$ cat src/rtl/display_writer.sv
// -----------------------------------------------------------------------------
// display_writer
//
// Front end for Display_Interface. It converts an unsigned binary value to
// eight BCD digits using sequential double dabble (shift-add-3). It then writes
// the digits into the display RAM one per clock, from the most significant
// digit (address 7) down to address 0. Leading zeros can be blanked, and one
// decimal point can be lit.
//
// Ports
//   clk       system clock, rising-edge active
//   rst       synchronous reset, active high
//   start     request strobe, accepted only while idle
//   value     unsigned binary value to display (WIDTH bits), latched on accept
//   dp_pos    digit index 0..7 whose decimal point is lit; 8..15 = no DP
//   blank_lz  1 = blank leading zeros
//   busy      high from the cycle after accept through the last write cycle
//   done      one-cycle pulse in the cycle after the last write
//   W         RAM write enable
//   WADD      RAM write address (digit index, 0 = least significant)
//   DIN       RAM write data {enable, hex[3:0], dp_n}
//
// All outputs are registers. Their next values are computed together with the
// next FSM state, so each write appears in the same cycle the FSM sits on that
// digit index.
// -----------------------------------------------------------------------------
module display_writer #(
    parameter int WIDTH = 16
) (
    input  logic             clk,
    input  logic             rst,
    input  logic             start,
    input  logic [WIDTH-1:0] value,
    input  logic [3:0]       dp_pos,
    input  logic             blank_lz,
    output logic             busy,
    output logic             done,
    output logic             W,
    output logic [2:0]       WADD,
    output logic [5:0]       DIN
);

    localparam int             CW       = $clog2(WIDTH + 1);
    localparam logic [CW-1:0]  CNT_LAST = CW'(WIDTH);

    typedef enum logic [1:0] {
        IDLE,
        CONVERT,
        WRITE
    } state_t;

    state_t           state, state_next;
    logic [31:0]      bcd, bcd_next;
    logic [WIDTH-1:0] bin, bin_next;
    logic [CW-1:0]    cnt, cnt_next;
    logic [2:0]       idx, idx_next;
    logic             lz, lz_next;
    logic [3:0]       dp_q, dp_next;
    logic             blz_q, blz_next;

    logic             busy_next, done_next, w_next;
    logic [2:0]       wadd_next;
    logic [5:0]       din_next;

    // Digit being written this cycle and the leading-zero state that applies to it.
    logic             write_now;
    logic [2:0]       wr_idx;
    logic             lz_cur;
    logic [3:0]       wr_nib;
    logic             wr_en, wr_dp_n, right_of_dp_ok;
    logic [31:0]      bcd_adj;

    // Add 3 to every BCD nibble of 5 or more, so that the next left shift carries correctly.
    function automatic logic [31:0] dabble_adjust(input logic [31:0] b);
        logic [31:0] r;
        r = b;
        for (int i = 0; i < 8; i++) begin
            if (r[4*i +: 4] >= 4'd5)
                r[4*i +: 4] = r[4*i +: 4] + 4'd3;
        end
        return r;
    endfunction

    // NOTE: every signal written here gets a default first; a path that leaves one
    // unassigned would infer a latch.
    always_comb begin
        state_next = state;
        bcd_next   = bcd;
        bin_next   = bin;
        cnt_next   = cnt;
        idx_next   = idx;
        lz_next    = lz;
        dp_next    = dp_q;
        blz_next   = blz_q;
        done_next  = 1'b0;
        w_next     = 1'b0;
        wadd_next  = WADD;
        din_next   = DIN;
        write_now  = 1'b0;
        wr_idx     = idx;
        lz_cur     = lz;
        bcd_adj    = dabble_adjust(bcd);

        case (state)
            IDLE: begin
                if (start) begin
                    state_next = CONVERT;
                    bcd_next   = '0;
                    bin_next   = value;
                    cnt_next   = '0;
                    dp_next    = dp_pos;
                    blz_next   = blank_lz;
                end
            end

            CONVERT: begin
                if (cnt == CNT_LAST) begin
                    // All bits have been shifted in. Emit digit 7 now, with the leading-zero run freshly started.
                    state_next = WRITE;
                    idx_next   = 3'd7;
                    wr_idx     = 3'd7;
                    lz_cur     = 1'b1;
                    write_now  = 1'b1;
                end else begin
                    {bcd_next, bin_next} = {bcd_adj[30:0], bin, 1'b0};
                    cnt_next             = cnt + 1'b1;
                end
            end

            WRITE: begin
                if (idx == 3'd0) begin
                    state_next = IDLE;
                    done_next  = 1'b1;
                end else begin
                    idx_next  = idx - 1'b1;
                    wr_idx    = idx - 1'b1;
                    write_now = 1'b1;
                end
            end

            default: state_next = IDLE;
        endcase

        wr_nib  = bcd[{wr_idx, 2'b00} +: 4];
        wr_dp_n = ({1'b0, wr_idx} != dp_q);
        // With no DP selected (dp_pos >= 8), every digit except 0 may be blanked.
        // Otherwise only digits left of the DP may be blanked.
        right_of_dp_ok = dp_q[3] || ({1'b0, wr_idx} > dp_q);
        wr_en   = !(blz_q && lz_cur && (wr_nib == 4'd0) &&
                    (wr_idx != 3'd0) && right_of_dp_ok);

        if (write_now) begin
            w_next    = 1'b1;
            wadd_next = wr_idx;
            din_next  = {wr_en, wr_nib, wr_dp_n};
            lz_next   = lz_cur && (wr_nib == 4'd0);
        end

        busy_next = (state_next != IDLE);
    end

    // NOTE: sequential state uses non-blocking assignments, so every register in this
    // block sees the pre-edge values of the others.
    always_ff @(posedge clk) begin
        if (rst) begin
            state <= IDLE;
            bcd   <= '0;
            bin   <= '0;
            cnt   <= '0;
            idx   <= '0;
            lz    <= 1'b0;
            dp_q  <= '0;
            blz_q <= 1'b0;
            busy  <= 1'b0;
            done  <= 1'b0;
            W     <= 1'b0;
            WADD  <= '0;
            DIN   <= '0;
        end else begin
            state <= state_next;
            bcd   <= bcd_next;
            bin   <= bin_next;
            cnt   <= cnt_next;
            idx   <= idx_next;
            lz    <= lz_next;
            dp_q  <= dp_next;
            blz_q <= blz_next;
            busy  <= busy_next;
            done  <= done_next;
            W     <= w_next;
            WADD  <= wadd_next;
            DIN   <= din_next;
        end
    end

endmodule

$ cat config.mk
export PLATFORM = sky130hd
export DESIGN_NAME = display_writer
export DESIGN_NICKNAME = d
export VERILOG_FILES = /design/src/rtl/display_writer.sv
export SDC_FILE = /design/constraint.sdc
export NUM_CORES = 1
export LEC_CHECK = 0
export CAP_MARGIN = 10
export CORE_MARGIN = 2
export CORE_UTILIZATION = 50
export CTS_CLUSTER_SIZE = 16
export DETAILED_ROUTE_END_ITERATION = 8
export GPL_TIMING_DRIVEN = 0
export PLACE_DENSITY = 0.73
export SYNTH_ARGS = -nofsm -noshare
export SYNTH_HDL_FRONTEND = slang
export SYNTH_SLANG_ARGS = --single-unit
$ cat constraint.sdc
create_clock -name clk -period 5.3 [get_ports clk]
set_clock_uncertainty 0.15 [all_clocks]
set_input_delay 1.06 -clock clk [delete_from_list [all_inputs] [get_ports clk]]
set_output_delay 1.06 -clock clk [all_outputs]
set_load 0.02 [all_outputs]
==> results.toml <==
[routing]
dr.first_iter.drc_count = 223
vias = 3726
wl_per_cell_um = 15.7
vias_per_cell = 5.67
ant_nets = 0
wl_um = 10300
drc_errors = 0
first_pass_iters = 5

[clock_network]
postCtsResizedCells = 0
clkTransAtPathRegs_ps = 80
cts_setup_buffers = 0
numCtsBuffers = 9
cts_buffer_depth = 2
clock_latency_ps = 350
ctsHoldBuffers = 0
h-tree-depth = 3
cts.sinks = 76
cts_tree = "built"
root_buffer = "clkbuf_8"

[logic_synthesis]
ys_seq_area_share_pct = 36.8
synth_fp_nets = 552
syn-mean-instance-area_um2 = 8.22
ys_types = 52
async_flop_share_pct = 0
synth_edf_count = 0
synth.cell_area_um2 = 4140
yosysWarnings = 0
synth_common_cells = "dfxtp_1, nor2_1, a21oi_1, nand2_1"
synth_area_leaders = "dfxtp_1, ha_1, nor2_1"
yosysTopAreaCellShare_pct = 36.8
synth_area_leader_cell = "dfxtp_1"
synth_ff_type = "dfxtp_1"
ys_seq_elements = 76
syn_inst = 503
synth.most_common_cell = "dfxtp_1"

[worst_setup_path]
start_kind = "flop"
crit_buf_inv = 2
crit_path_end = "DIN[5]$_SDFFE_PP0P_"
timing.rr.end = "DIN[5]$_SDFFE_PP0P_"
path_cells = "inv_1 > ha_1 > nand2b_1 > o21ai_0 > and3_1 > clkbuf_1 > nand2_1 > o22ai_1 > a221oi_1 > or4_1 > o31a_1"
end_kind = "flop"
reg2regPathDepth = 11
crit_slowest_cell = "or4_1"
cpPeakStageDelay_ps = 590
reg2reg_setup_slack_ps = 1680
path_depth = 11
required_ps = 5390
crit_family = "simple AND/OR/NAND/NOR gates"
cp.arrival_ps = 3720
reg2reg_from = "state[0]$_SDFF_PP0_"
crit_type = "flop to flop"
path_max_fanout = 8
crit_start = "state[0]$_SDFF_PP0_"

[pwr]
powerDensity_nw_per_um2 = 258
ir_worst_vdd_mv = 0.101
leakagePower_nw = 1.69
p_seq_share_pct = 48.0
clkPwrFrac_pct = 41.7
p_sw_mw = 0.304
fin_total_pwr_mw = 1.25
swShare_pct = 24.4
p_comb_share_pct = 10.3
p_int_mw = 0.941

[finish]
nNetsFinal = 596
final_cells = 657
num_antenna_cells = 0
drive_gt1_share_pct = 5.07
syn2layout_area_growth_pct = 16.9

[timing]
period_share_pct = 68.4
rsz0062_at_grt = "no"
drv_slew = 0
fin_tns_setup_ps = 0
fmax_ghz = 0.276
hold_viol_final = 0
tightestPinTransition_ps = 754
slew_headroom_pct = 49.3
setup_viol = 0
final.min_clock_period_ps = 3620

[floorplanning]
die_h_um = 95.0
io-pin-count = 36
rows = 33
die-area_um2 = 9020
start_util_pct = 50.9
core-area_um2 = 8130
fp.dieW_um = 95.0

[global_route]
grt_pass1_wl_um = 17300
antenna_found_initial = 0
gr-total-overflow = 0
grt_pass1_vias = 3593
grt.met2_usage_pct = 41.0
met3_usage_pct = 4.39
grt_max_degree = 13
grt_use_total_pct = 24.5
busiest_layer = "met2"
use_met1_pct = 31.9

[flow_run]
maxCapViolations = 0

[outcome]
status = "finished, final reports clean"

[placement]
dpl.cell_count = 641
gp_congestion = 0.872
port_buffers = 33
dp_hpwl_um = 7520

[hold_path]
hold_path.class = "flop to flop"
-- how the worst min path moves through the flow --
stage	start	endpoint	slack, ps	cells past startpoint
final	dp_q[2]$_SDFFE_PP0P_	dp_q[2]$_SDFFE_PP0P_	320	2
after global routing	lz$_SDFFE_PP0P_	lz$_SDFFE_PP0P_	340	2
after CTS	lz$_SDFFE_PP0P_	lz$_SDFFE_PP0P_	320	2
after detailed placement	lz$_SDFFE_PP0P_	lz$_SDFFE_PP0P_	310	2
after global placement	lz$_SDFFE_PP0P_	lz$_SDFFE_PP0P_	290	2
after floorplan	lz$_SDFFE_PP0P_	lz$_SDFFE_PP0P_	280	2
-- power groups by stage --
stage	clock [mW]	combinational, mW	sequential (mW)
after detailed placement	0	0.126	0.611
after global routing	0.552	0.140	0.601
after global placement	0	0.123	0.611
after CTS	0.527	0.127	0.598
after floorplan	0	0.0790	0.609
final	0.519	0.128	0.598
-- per-stage QoR --
stage	cell area, µm²	setup WS (ps)	hold slack, ps	util [%]
finish	4830	1680	318	59.4
global route	4830	1490	339	59.4
CTS	4830	1740	320	59.4
detailed placement	4600	1790	307	56.5
global placement	4600	1850	292	56.5
floorplan	4140	2190	283	-
-- per-layer routing --
metal | routed length, µm | share of wire, %
met1 | 4800 | 46
met2 | 4830 | 47
met3 | 506 | 4.9
met4 | 193 | 1.9
met5 | 0 | 0
-- registers in the layout (all words and copies together) (netlist names) --
name / flops
DIN: 6
W: 1
WADD: 3
bcd: 32
bin: 16
blz_q: 1
busy: 1
cnt: 5
done: 1
dp_q: 4
idx: 3
lz: 1
state: 2
-- worst register-to-register path, stage by stage, from the launching register on --
cell and delay [ps]:
dfxtp_1 410, inv_1 90, ha_1 420, nand2b_1 140, o21ai_0 370, and3_1 210
clkbuf_1 310, nand2_1 180, o22ai_1 210, a221oi_1 120, or4_1 590, o31a_1 310
-- area by class of cell --
| cell class | count | area [µm²] |
|---|---|---|
| plain buffers | 31 | 133 |
| clock buffers | 13 | 169 |
| clock inverters | 3 | 67.6 |
| fillers | 729 | 3300 |
| inverters | 29 | 109 |
| multi-input cells | 367 | 2370 |
| flip-flops and latches | 76 | 1520 |
| well taps | 105 | 131 |
| repair buffers | 33 | 330 |
-- cell families after synthesis --
logic type | Yosys count | share of synthesized area, %
AND/OR/NAND/NOR | 173 | 20.3
AO/OA/AOI/OAI | 126 | 19.6
flip-flops | 76 | 36.8
buffers and inverters | 60 | 5.84
adder cells (fa/ha/maj) | 26 | 7.80
multiplexers | 22 | 5.47
XOR/XNOR | 20 | 4.23
-- layout by cell type, fill, tap and decap left out, drive strengths merged, types with 2 or more instances in the layout --
cell,synthesis,layout
a211oi,21,21
a21oi,37,37
a221oi,3,3
a22oi,17,17
and2,3,3
and3,2,2
buf,3,3
bufinv,0,2
clkbuf,28,41
clkdlybuf4s50,0,33
dfxtp,76,76
ha,25,25
inv,29,29
mux2,2,2
mux2i,20,20
nand2,33,33
nand2b,11,11
nand3,24,24
nand4,3,3
nor2,67,67
nor2b,5,5
nor3,6,6
nor3b,9,9
o2111ai,3,3
o211ai,2,2
o21a,2,2
o21ai,27,27
o22ai,3,3
o31ai,5,5
or2,2,2
xnor2,14,14
xor2,6,6
(Power assumes the default switching activity.)
